--- config.mk ---
export PLATFORM = sky130hd
export DESIGN_NAME = pc_gen_flat
export DESIGN_NICKNAME = d
export VERILOG_FILES = /design/src/rtl/pc_defs.sv /design/src/rtl/pc_gen_if.sv /design/src/rtl/pc_redirect_buf.sv /design/src/rtl/pc_gen.sv /design/src/flat_wrapper.sv
export SDC_FILE = /design/constraint.sdc
export NUM_CORES = 1
export LEC_CHECK = 0
export ABC_AREA = 1
export BUFFER_PORTS_ARGS = -buffer_cell sky130_fd_sc_hd__buf_4
export CAP_MARGIN = 20
export CELL_PAD_IN_SITES_DETAIL_PLACEMENT = 0
export CELL_PAD_IN_SITES_GLOBAL_PLACEMENT = 2
export CORE_MARGIN = 1
export CORE_UTILIZATION = 27
export CTS_CLUSTER_SIZE = 14
export DETAILED_ROUTE_END_ITERATION = 12
export PLACE_DENSITY = 0.76
export SYNTH_ARGS = -nofsm -noshare
export SYNTH_HDL_FRONTEND = slang
export SYNTH_SLANG_ARGS = --single-unit
--- constraint.sdc ---
create_clock -name clk -period 1.35 [get_ports clk]
set_clock_uncertainty 0.05 [all_clocks]
set_input_delay 0.27 -clock clk [delete_from_list [all_inputs] [get_ports clk]]
set_output_delay 0.27 -clock clk [all_outputs]
set_load 0.01 [all_outputs]
--- src/rtl/pc_defs.sv ---
// rtl/pc_defs.sv - shared constants and FSM state encoding for the fetch PC generator
package pc_defs;

   localparam logic RstEnable   = 1'b1;
   localparam logic ChipEnable  = 1'b1;
   localparam logic ChipDisable = 1'b0;
   localparam logic [31:0] ZeroWord = 32'h0000_0000;

   typedef logic [1:0] pc_state_t;

   localparam pc_state_t BOOT = 2'd0;
   localparam pc_state_t RUN  = 2'd1;
   localparam pc_state_t HALT = 2'd2;

endpackage

--- src/rtl/pc_gen_if.sv ---
// rtl/pc_gen_if.sv - fetch-side handshake and redirect bundle between pc_gen and its environment
interface pc_gen_if #(
   parameter int ADDR_W = 32
);

   logic              stall;
   logic              br_valid;
   logic [ADDR_W-1:0] br_target;
   logic              if_ready;
   logic [ADDR_W-1:0] pc;
   logic              ce;
   logic              if_valid;
   logic              misalign;

   modport master (
      input  stall, br_valid, br_target, if_ready,
      output pc, ce, if_valid, misalign
   );

   modport slave (
      output stall, br_valid, br_target, if_ready,
      input  pc, ce, if_valid, misalign
   );

endinterface

--- src/rtl/pc_redirect_buf.sv ---
// rtl/pc_redirect_buf.sv - single-entry holding register for a redirect that arrives while stalled
module pc_redirect_buf #(
   parameter int ADDR_W = 32
) (
   input  logic              clk,
   input  logic              rst,
   input  logic              capture,
   input  logic [ADDR_W-1:0] capture_target,
   input  logic              clear,
   output logic              pend_valid,
   output logic [ADDR_W-1:0] pend_target
);

   import pc_defs::*;

   // A newer capture always overwrites the older entry
   always_ff @(posedge clk) begin
      if (rst == RstEnable) begin
         pend_valid  <= 1'b0;
         pend_target <= '0;
      end else if (capture) begin
         pend_valid  <= 1'b1;
         pend_target <= capture_target;
      end else if (clear) begin
         pend_valid  <= 1'b0;
      end
   end

endmodule

--- src/rtl/pc_gen.sv ---
// rtl/pc_gen.sv - fetch program counter with stall, buffered redirect and misalignment halt
module pc_gen #(
   parameter int                ADDR_W     = 32,
   parameter logic [ADDR_W-1:0] RESET_VEC  = '0,
   parameter int                STEP       = 4,
   parameter int                ALIGN_BITS = 2
) (
   input  logic     clk,
   input  logic     rst,
   pc_gen_if.master bus
);

   import pc_defs::*;

   // Zero-width mask when ALIGN_BITS is 0, which disables the check
   localparam logic [ADDR_W-1:0] ALIGN_MASK = ADDR_W'((64'd1 << ALIGN_BITS) - 64'd1);

   pc_state_t         state_q;
   logic [ADDR_W-1:0] pc_q;
   logic              ce_q;
   logic              misalign_q;
   logic              pend_valid;
   logic [ADDR_W-1:0] pend_target;
   logic              buf_capture;
   logic              buf_clear;
   logic              br_misaligned;
   logic              if_valid;
   logic              fire;

   assign br_misaligned = |(bus.br_target & ALIGN_MASK);
   assign if_valid      = (state_q == RUN) & ~bus.stall & ~pend_valid;
   assign fire          = if_valid & bus.if_ready;

   always_comb begin
      buf_capture = 1'b0;
      buf_clear   = 1'b0;
      if (state_q == BOOT) begin
         buf_capture = bus.br_valid;
      end else if (state_q == RUN) begin
         if (bus.br_valid && !br_misaligned) begin
            buf_capture = bus.stall;
            buf_clear   = ~bus.stall;
         end else if (!bus.br_valid && pend_valid && !bus.stall) begin
            buf_clear = 1'b1;
         end
      end
   end

   pc_redirect_buf #(.ADDR_W(ADDR_W)) u_redirect_buf (
      .clk            (clk),
      .rst            (rst),
      .capture        (buf_capture),
      .capture_target (bus.br_target),
      .clear          (buf_clear),
      .pend_valid     (pend_valid),
      .pend_target    (pend_target)
   );

   always_ff @(posedge clk) begin
      if (rst == RstEnable) begin
         state_q    <= BOOT;
         pc_q       <= RESET_VEC;
         ce_q       <= ChipDisable;
         misalign_q <= 1'b0;
      end else begin
         misalign_q <= 1'b0;
         case (state_q)
            BOOT: begin
               ce_q    <= ChipEnable;
               state_q <= RUN;
            end
            RUN: begin
               // A redirect always beats sequential advance, even on an accepted fetch
               if (bus.br_valid && br_misaligned) begin
                  misalign_q <= 1'b1;
                  ce_q       <= ChipDisable;
                  state_q    <= HALT;
               end else if (bus.br_valid && !bus.stall) begin
                  pc_q <= bus.br_target;
               end else if (bus.br_valid) begin
                  pc_q <= pc_q;
               end else if (pend_valid && !bus.stall) begin
                  pc_q <= pend_target;
               end else if (fire) begin
                  pc_q <= pc_q + ADDR_W'(STEP);
               end
            end
            default: begin
               ce_q <= ChipDisable;
            end
         endcase
      end
   end

   assign bus.pc       = pc_q;
   assign bus.ce       = ce_q;
   assign bus.if_valid = if_valid;
   assign bus.misalign = misalign_q;

endmodule

--- src/flat_wrapper.sv ---
// flat-port wrapper written by rule: the top's interface ports become plain ports
module pc_gen_flat import pc_defs::*;
#(
   parameter int                ADDR_W     = 32,
   parameter logic [ADDR_W-1:0] RESET_VEC  = '0,
   parameter int                STEP       = 4,
   parameter int                ALIGN_BITS = 2
)
  (clk, rst, bus_stall, bus_br_valid, bus_br_target, bus_if_ready, bus_pc, bus_ce, bus_if_valid, bus_misalign);
  pc_gen_if #(.ADDR_W(ADDR_W)) bus_i ();
  input  logic clk;
  input  logic rst;
  input wire logic [$bits(bus_i.stall)-1:0] bus_stall;
  input wire logic [$bits(bus_i.br_valid)-1:0] bus_br_valid;
  input wire logic [$bits(bus_i.br_target)-1:0] bus_br_target;
  input wire logic [$bits(bus_i.if_ready)-1:0] bus_if_ready;
  output wire logic [$bits(bus_i.pc)-1:0] bus_pc;
  output wire logic [$bits(bus_i.ce)-1:0] bus_ce;
  output wire logic [$bits(bus_i.if_valid)-1:0] bus_if_valid;
  output wire logic [$bits(bus_i.misalign)-1:0] bus_misalign;
  assign bus_i.stall = bus_stall;
  assign bus_i.br_valid = bus_br_valid;
  assign bus_i.br_target = bus_br_target;
  assign bus_i.if_ready = bus_if_ready;
  assign bus_pc = bus_i.pc;
  assign bus_ce = bus_i.ce;
  assign bus_if_valid = bus_i.if_valid;
  assign bus_misalign = bus_i.misalign;
  pc_gen #(.ADDR_W(ADDR_W), .RESET_VEC(RESET_VEC), .STEP(STEP), .ALIGN_BITS(ALIGN_BITS)) u_core (.clk(clk), .rst(rst), .bus(bus_i));
endmodule
# Word-level counts from Yosys, hierarchy flattened
# Cells that the tools add are included.
[totals] reg_bits=69 out_inout_bits=35
[classes] bitwise=7 eq_ne=3 n_mux=18 reduce_logical=17 addsub=1
[ops] cell="$mux 32" count=4
[ops] cell="$add 32x3->32 const B" count=1
[ops] cell="$mux 1" count=11
[ops] cell="$logic_and 1x1->1" count=6
[ops] cell="$not 1->1" count=4
[ops] cell="$pmux 2 s2" count=1
[ops] cell="$reduce_and 4->1" count=1
[ops] cell="$reduce_bool 2->1" count=2
[ops] cell="$reduce_or 2->1" count=2
[ops] cell="$and 1x1->1" count=3
[ops] cell="$logic_not 1->1" count=3
[ops] cell="$reduce_bool 3->1" count=1
[ops] cell="$eq 2x1->1 const B" count=1
[ops] cell="$logic_not 2->1" count=1
[ops] cell="$mux 2" count=1
[ops] cell="$ne 2x1->1 const B" count=1
[ops] cell="$ne 2x2->1 const B" count=1
[ops] cell="$pmux 1 s2" count=1
[ops] cell="$reduce_and 2->1" count=1

# Depth between registers and ports, before layout
# Gate-level depths: netlist (run 1).
[depth] depth_word=9 mapped_depth=10 ltp_nobuf=10

# Modules after synthesis
# Synthesis (run 1) repeated with hierarchy kept, for this count alone.
[unflattened] cells_unflattened=593 hier_area_um2=3857.4
[modules_own_cells] mod="pc_gen" area_per_inst_um2=2705.1 cells_per_inst=450 instances=1 seq_area_each_um2=720.7
[modules_own_cells] mod="pc_redirect_buf" area_per_inst_um2=1152.4 cells_per_inst=143 instances=1 seq_area_each_um2=660.6

# Least setup slack after synthesis (run 1)
# OpenSTA, ideal clock, no wires.
[synth_timing] path_kind="register -> register" start="reg u_core.pc_q[2] (netlist: u_core.bus.pc[2])" end="reg u_core.pc_q[22] (netlist: u_core.bus.pc[22])" arrival_time_ps=1413 stages_incl_launch_ff=11 t_required_ps=1182 setup_time_ps=118 setup_slack_ps=-231 path_cell_list="dfxtp_1 -> ha_1 -> nand2_1 -> nor2_1 -> nand2_1 -> nor2_4 -> nand2_1 -> nand2_1 -> nand3_1 -> nand2_1 -> a21oi_2"
[synth_between] elab_chain_len=5
[synth_rtl] element="from (decl)" line="pc_gen.sv:19" source="logic [ADDR_W-1:0] pc_q;"
[synth_rtl] element="from (signal assigned)" line="pc_gen.sv:79" source="pc_q <= bus.br_target;"
[synth_rtl] element="from (signal assigned)" line="pc_gen.sv:81" source="pc_q <= pc_q;"
[synth_rtl] element="from (signal assigned)" line="pc_gen.sv:83" source="pc_q <= pend_target;"
[synth_rtl] element="$add 32x3->32" line="pc_gen.sv:85" source="pc_q <= pc_q + ADDR_W'(STEP);"
[synth_rtl] element="$mux 32" line="pc_gen.sv:84" source="end else if (fire) begin"
[synth_rtl] element="$mux 32" line="pc_gen.sv:82" source="end else if (pend_valid && !bus.stall) begin"
[synth_rtl] element="$mux 32" line="pc_gen.sv:80" source="end else if (bus.br_valid) begin"
[synth_rtl] element="$mux 32" line="pc_gen.sv:78" source="end else if (bus.br_valid && !bus.stall) begin"
# No other way between the ends. The select of a mux whose other input is x is not followed.
# A chain may end at the register's enable or synchronous reset.

# Worst setup path in the final report (run 1)
[layout_timing] start="reg u_core.pc_q[3] (netlist: u_core.bus.pc[3])" end="reg u_core.pc_q[25] (netlist: u_core.bus.pc[25])"
# The elaborated chain is that of the path after synthesis.

==> results.yml, run 1 <==
cts:
  clk_pin_slew_ns: 0.06
  cts.path.max_buffers: 2
  cts_tree: "yes"
  cts_buffers: 9
  h-tree-depth: 3
  cts_root_buffer: "clkbuf_16"
  clkLatencyLatePin_ns: 0.34
  cts_hold_buf: 0
  clkSinkCount: 69
worst_setup_path:
  path_max_fanout: 6
  path_cells: "nand2_2 > nor2_4 > nand2_4 > nor2_4 > nand2_1 > nand2_1 > nand3_1 > nand2_1 > a21oi_1"
  required_ns: 1.53
  cp_common_cell: "nand2_1"
  path_buf_inv: 0
  worst_path_max_delay_cell: "dfxtp_4"
  cp_top_family: "simple AND/OR/NAND/NOR gates"
  worstSetupStartpointType: "flip-flop"
  max_stage_delay_ns: 0.37
  worstSetupPathType: "flip-flop to flip-flop"
  end_kind: "flip-flop"
  arrival_ns: 1.69
die:
  start_util: 0.2800
  pin_count: 72
  dieWidth_um: 122.7
  dieArea_um2: 15050
  design.core.area_um2: 14040
  die_h_um: 122.7
  rows: 43
synth:
  synth_common_cells: "nor2_1 (129), nand2_1 (103), dfxtp_1 (69), o21ai_0 (56), a21oi_1 (53)"
  ys_types: 33
  synth-async-reset-ratio: 0
  synthTopCellsByArea: "dfxtp_1 (35%), nor2_1 (12%), nand2_1 (9.8%)"
  synth_top_area_share: 0.3513
  synth-edff-count: 0
  synthMostInstantiatedCell: "nor2_1"
  yosysWarningCount: 0
  synth_nets: 645
  syn_area_per_cell_um2: 6.479
  yosys.area.top_type: "dfxtp_1"
  ys_ff_latch: 69
  synthFlopType: "dfxtp_1"
  syn_inst: 607
  synth_seq_area_share: 0.3513
  syn_area_um2: 3933
detailed_routing:
  drc: 0
  vias: 4582
  drt-initial-drc-count: 235
  viasPerCell: 4.823
  wl_per_cell_um: 16.13
  drt_wl_total_um: 15320
  firstDrtPassIters: 4
  drtAntennaViolNets: 0
grt:
  grt.total_usage: 0.2016
  overflow: 0
  antenna_found_initial: 0
  grt_pass1_vias: 4321
  grt_max_degree: 34
  grt_first_pass_wirelength_um: 22830
sta:
  fin_crit_ns: 1.513
  rsz0062_at_grt: "yes"
  setup_viol: 54
  holdWs_ns: 0.08722
  period_share: 1.121
  slew_headroom: 0.7808
  worst_slack_ns: -0.1631
  tightest_slew_ns: 0.3263
  clock.fmax_ghz: 0.6609
  maxSlewViolCount: 0
  finalHoldViolations: 0
place:
  place_inst: 904
  portBuffers: 71
  routabilityCongestion: 0.8417
  dp_hpwl_um: 9274
  placed_cell_area_um2: 5281
outcome:
  status: "complete, but fails checks"
  violations: "negative setup slack"
final_layout:
  area_delta_synth_final_pct: 67.90
  n_antenna_cell: 0
  instances_no_fill: 950
  drive_above_1_share: 0.4714
  nNetsFinal: 803
  final_area_um2: 6603
  final_util: 0.4702
  fillers: 1395
power:
  power.leakage_nw: 2.845
  peakVddDrop_v: 0.0005720
  powerDensity_nw_per_um2: 1038
min_path:
  min_path_type: "primary input to flip-flop"
job:
  max_cap_violations: 0
## report_power, final
group	internal, W	switching (W)
combinational	0.000834	0.000901
sequential	0.00223	0.000151
clock	0.00182	0.000926
## logic make-up (layout without fill, tap and decap cells)
| logic type | Yosys count | in the layout | share of synthesized area |
|---|---|---|---|
| xor+xnor | 7 | 7 | 0.01559 |
| fa+ha+maj | 1 | 1 | 0.003181 |
| compound gates | 166 | 166 | 0.2354 |
| buf+inv | 75 | 238 | 0.08304 |
| simple gates | 289 | 289 | 0.3115 |
| flops | 69 | 69 | 0.3513 |
## per-stage QoR
step                setup WS (ns)  power [W]  TNS (ns)
finish                    -0.1631   0.006856    -3.443
global placement          -0.1806   0.003628    -7.391
CTS                       -0.1449   0.006613    -2.577
global route              -0.2281   0.007183    -7.759
floorplan               -0.009311   0.003032  -0.01518
detailed placement        -0.1764   0.003644    -8.195
## cell usage in the layout, fill, tap and decap left out, types with 14 or more instances in the layout
cell,Yosys,layout
dfxtp_2,0,17
nand3_1,37,30
clkbuf_16,0,14
inv_1,37,36
dfxtp_1,69,50
a21oi_2,19,32
o21ai_2,0,37
nor2_2,1,25
a21oi_1,53,35
o21ai_0,56,23
nor2_1,129,99
buf_4,3,144
buf_12,0,15
nand2_1,103,89
o21ai_1,28,23
## sequential cells by signal, indices dropped and copies added (netlist names)
| name | flops |
|---|---|
| u_core.bus.pc | 32 |
| u_core.u_redirect_buf.pend_target | 32 |
| u_core.state_q | 2 |
| u_core.bus.ce | 1 |
| u_core.bus.misalign | 1 |
| u_core.u_redirect_buf.pend_valid | 1 |
## layer usage
metal / track usage / vias up / routed length [um]
met5: 0 / - / 0
li1: - / 2322 / -
met1: 0.2735 / 2156 / 7327
met3: 0.02788 / 19 / 646
met4: 0.07088 / 0 / 316
met2: 0.3248 / 85 / 7034
## worst register-to-register path, cell delays in order (launching register included)
cell and delay [ns]:
dfxtp_4 0.37, nand2_2 0.06, nor2_4 0.22, nand2_4 0.12
nor2_4 0.24, nand2_1 0.08, nand2_1 0.07, nand3_1 0.06
nand2_1 0.06, a21oi_1 0.05
## layout make-up
| class | count | area (um2) | share of cell area |
|---|---|---|---|
| Clock buffer | 13 | 280.3 | 0.04245 |
| Clock inverter | 3 | 65.06 | 0.009854 |
| Inverter | 46 | 206.4 | 0.03127 |
| Multi-Input combinational cell | 463 | 2741 | 0.4152 |
| Sequential cell | 69 | 1410 | 0.2136 |
| Tap cell | 180 | 225.2 | 0.03411 |
| Timing Repair Buffer | 174 | 1652 | 0.2501 |
| Timing Repair inverter | 2 | 22.52 | 0.003411 |
## final timing paths
| check | from | end | slack (ns) | cells past startpoint |
|---|---|---|---|---|
| min reg2reg | u_core.bus.pc[1]$_SDFFE_PP0P_ | u_core.bus.pc[1]$_SDFFE_PP0P_ | 0.44 | 2 |
| max | u_core.bus.pc[3]$_SDFFE_PP0P_ | u_core.bus.pc[25]$_SDFFE_PP0P_ | -0.16 | 9 |
| max reg2reg | u_core.bus.pc[3]$_SDFFE_PP0P_ | u_core.bus.pc[25]$_SDFFE_PP0P_ | -0.16 | 9 |
| min | rst | u_core.u_redirect_buf.pend_valid$_SDFFE_PP0P_ | 0.09 | 2 |
## repair_timing
item                                    CTS  global route
gates cloned                              3             8
gates resized for setup                  79           110
endpoints found under the setup margin   57            68
buffers inserted                          8            12
pin swaps                                14            17
No activity file was read; power rests on OpenSTA's default activity.
==> inputs of run 2 (changes only) <==
BUFFER_PORTS_ARGS = unset   (was -buffer_cell sky130_fd_sc_hd__buf_4)
CORE_UTILIZATION = 31   (was 27)
DONT_BUFFER_PORTS = 1   (was unset)
==> results.yml, run 2 (synthesized netlist as in run 1, its figures left out) <==
outcome:
  violations: "negative setup slack"
  status: "complete, but fails checks"
grt:
  use_met1: 0.2874
  grt_max_degree: 64
  grt_pass1_vias: 4269
  grt_use_met2: 0.3507
  grt.total_usage: 0.2197
  overflow: 0
  antenna_found_initial: 0
  grt_first_pass_wirelength_um: 21870
  use_met3: 0.07253
  grt_most_used_layer: "met2"
sta:
  period_share: 1.107
  tightest_slew_ns: 0.3694
  rsz0062_at_grt: "yes"
  slew_headroom: 0.7537
  maxSlewViolCount: 0
  holdWs_ns: 0.003493
  clock.fmax_ghz: 0.6693
  worst_slack_ns: -0.1440
  finalHoldViolations: 0
  fin_crit_ns: 1.494
  setup_tns_ns: -3.633
  setup_viol: 31
place:
  placed_cell_area_um2: 4826
  dp_slack_ns: -0.1620
  portBuffers: 0
  dp_hpwl_um: 9061
  routabilityCongestion: 0.8074
min_path:
  whs_endpoint: "u_core.u_redirect_buf.pend_target[22]$_SDFFE_PP0P_"
  min_path_type: "primary input to flip-flop"
  min-delay-start: "bus_br_target[22]"
  hold_path_depth: 2
final_layout:
  final_area_um2: 6140
  most-common-layout-cells: "nor2_1 (92), nand2_1 (89), buf_4 (81), dfxtp_1 (46), o21ai_0 (45)"
  nNetsFinal: 744
  n_antenna_cell: 0
  drive_above_1_share: 0.3910
  area_delta_synth_final_pct: 56.12
  final_common_cell: "nor2_1"
detailed_routing:
  drt_wl_total_um: 14690
  drtAntennaViolNets: 0
  vias: 4368
  drc: 0
  drt-initial-drc-count: 229
  wl_per_cell_um: 16.72
  firstDrtPassIters: 4
  viasPerCell: 4.969
die:
  dieArea_um2: 13140
  start_util: 0.3220
  die_h_um: 114.6
  pin_count: 72
  rows: 40
  design.core.area_um2: 12210
  dieWidth_um: 114.6
worst_setup_path:
  required_ns: 1.53
  end_kind: "flip-flop"
  worstSetupStartpointType: "flip-flop"
  reg2reg_from: "u_core.bus.pc[3]$_SDFFE_PP0P_"
  r2r_setup_slack_ns: -0.14
  reg2regPathDepth: 9
  path_max_fanout: 3
  arrival_ns: 1.67
  worstSetupPathType: "flip-flop to flip-flop"
  reg2reg_to: "u_core.bus.pc[16]$_SDFFE_PP0P_"
cts:
  cts_buffers: 9
  h-tree-depth: 3
  clk_pin_slew_ns: 0.06
  cts_tree: "yes"
  clkLatencyLatePin_ns: 0.34
  clkSinkCount: 69
  cts_root_buffer: "clkbuf_16"
  cts.path.max_buffers: 2
power:
  peakVddDrop_v: 0.0006966
  powerDensity_nw_per_um2: 1070
  power.leakage_nw: 2.507
  total_power_w: 0.006571
job:
  max_cap_violations: 0
## run 2: how the worst max path moves through the flow
stage                                        start                             end  depth (start not counted)
global placement    u_core.bus.pc[15]$_SDFFE_PP0P_  u_core.bus.pc[27]$_SDFFE_PP0P_                          9
finish               u_core.bus.pc[3]$_SDFFE_PP0P_  u_core.bus.pc[16]$_SDFFE_PP0P_                          9
detailed placement  u_core.bus.pc[15]$_SDFFE_PP0P_  u_core.bus.pc[27]$_SDFFE_PP0P_                          9
floorplan            u_core.bus.pc[7]$_SDFFE_PP0P_  u_core.bus.pc[22]$_SDFFE_PP0P_                          9
CTS                 u_core.state_q[1]$_SDFFE_PP0P_                    bus_if_valid                          5
global route         u_core.bus.pc[3]$_SDFFE_PP0P_  u_core.bus.pc[26]$_SDFFE_PP0P_                         10
## run 2: per-stage QoR
step	cells	utilization
finish	879	0.5028
global route	879	0.5028
detailed placement	835	0.3952
global placement	835	0.3952
floorplan	607	-
CTS	868	0.4630
## run 2: power breakdown
| group | internal, W | switching (W) | leakage (nW) |
|---|---|---|---|
| Combinational | 0.000679 | 0.000802 | 1.77 |
| Sequential | 0.00223 | 0.000141 | 0.577 |
| Clock | 0.00179 | 0.000934 | 0.159 |
| Total | 0.00469 | 0.00188 | 2.51 |
## run 2: repair_timing
item                       4_1_cts  5_1_grt
hold endpoints to repair        14        1
setup endpoints to repair       40       65
hold buffers                     9        1
cloned                           3        6
pin swaps                       20       25
setup buffers                    5        5
gates resized for setup         82       89
## run 2: per-layer routing
metal,routed length [um],vias up
li1,-,2193
met2,6718,88
met4,97,0
met1,7046,2082
met3,830,5
met5,0,-
## run 2: critical path, cell delays in order (launching register included)
cell and delay, ns:
dfxtp_4 0.38, ha_4 0.17, nand2_4 0.05, nor2_4 0.14, buf_4 0.14, nand2_4 0.06
o21ai_2 0.14, nand2_1 0.07, o21ai_2 0.13, a21oi_2 0.06
## run 2: layout make-up
class                      instances  area, um2
inverter                          46      198.9
clock inverter                     6      101.3
timing repair buffer             117       1214
sequential                        69       1418
multi-input combinational        463       2769
tap                              168      210.2
clock buffer                      10      229.0
fill                            1235       6072
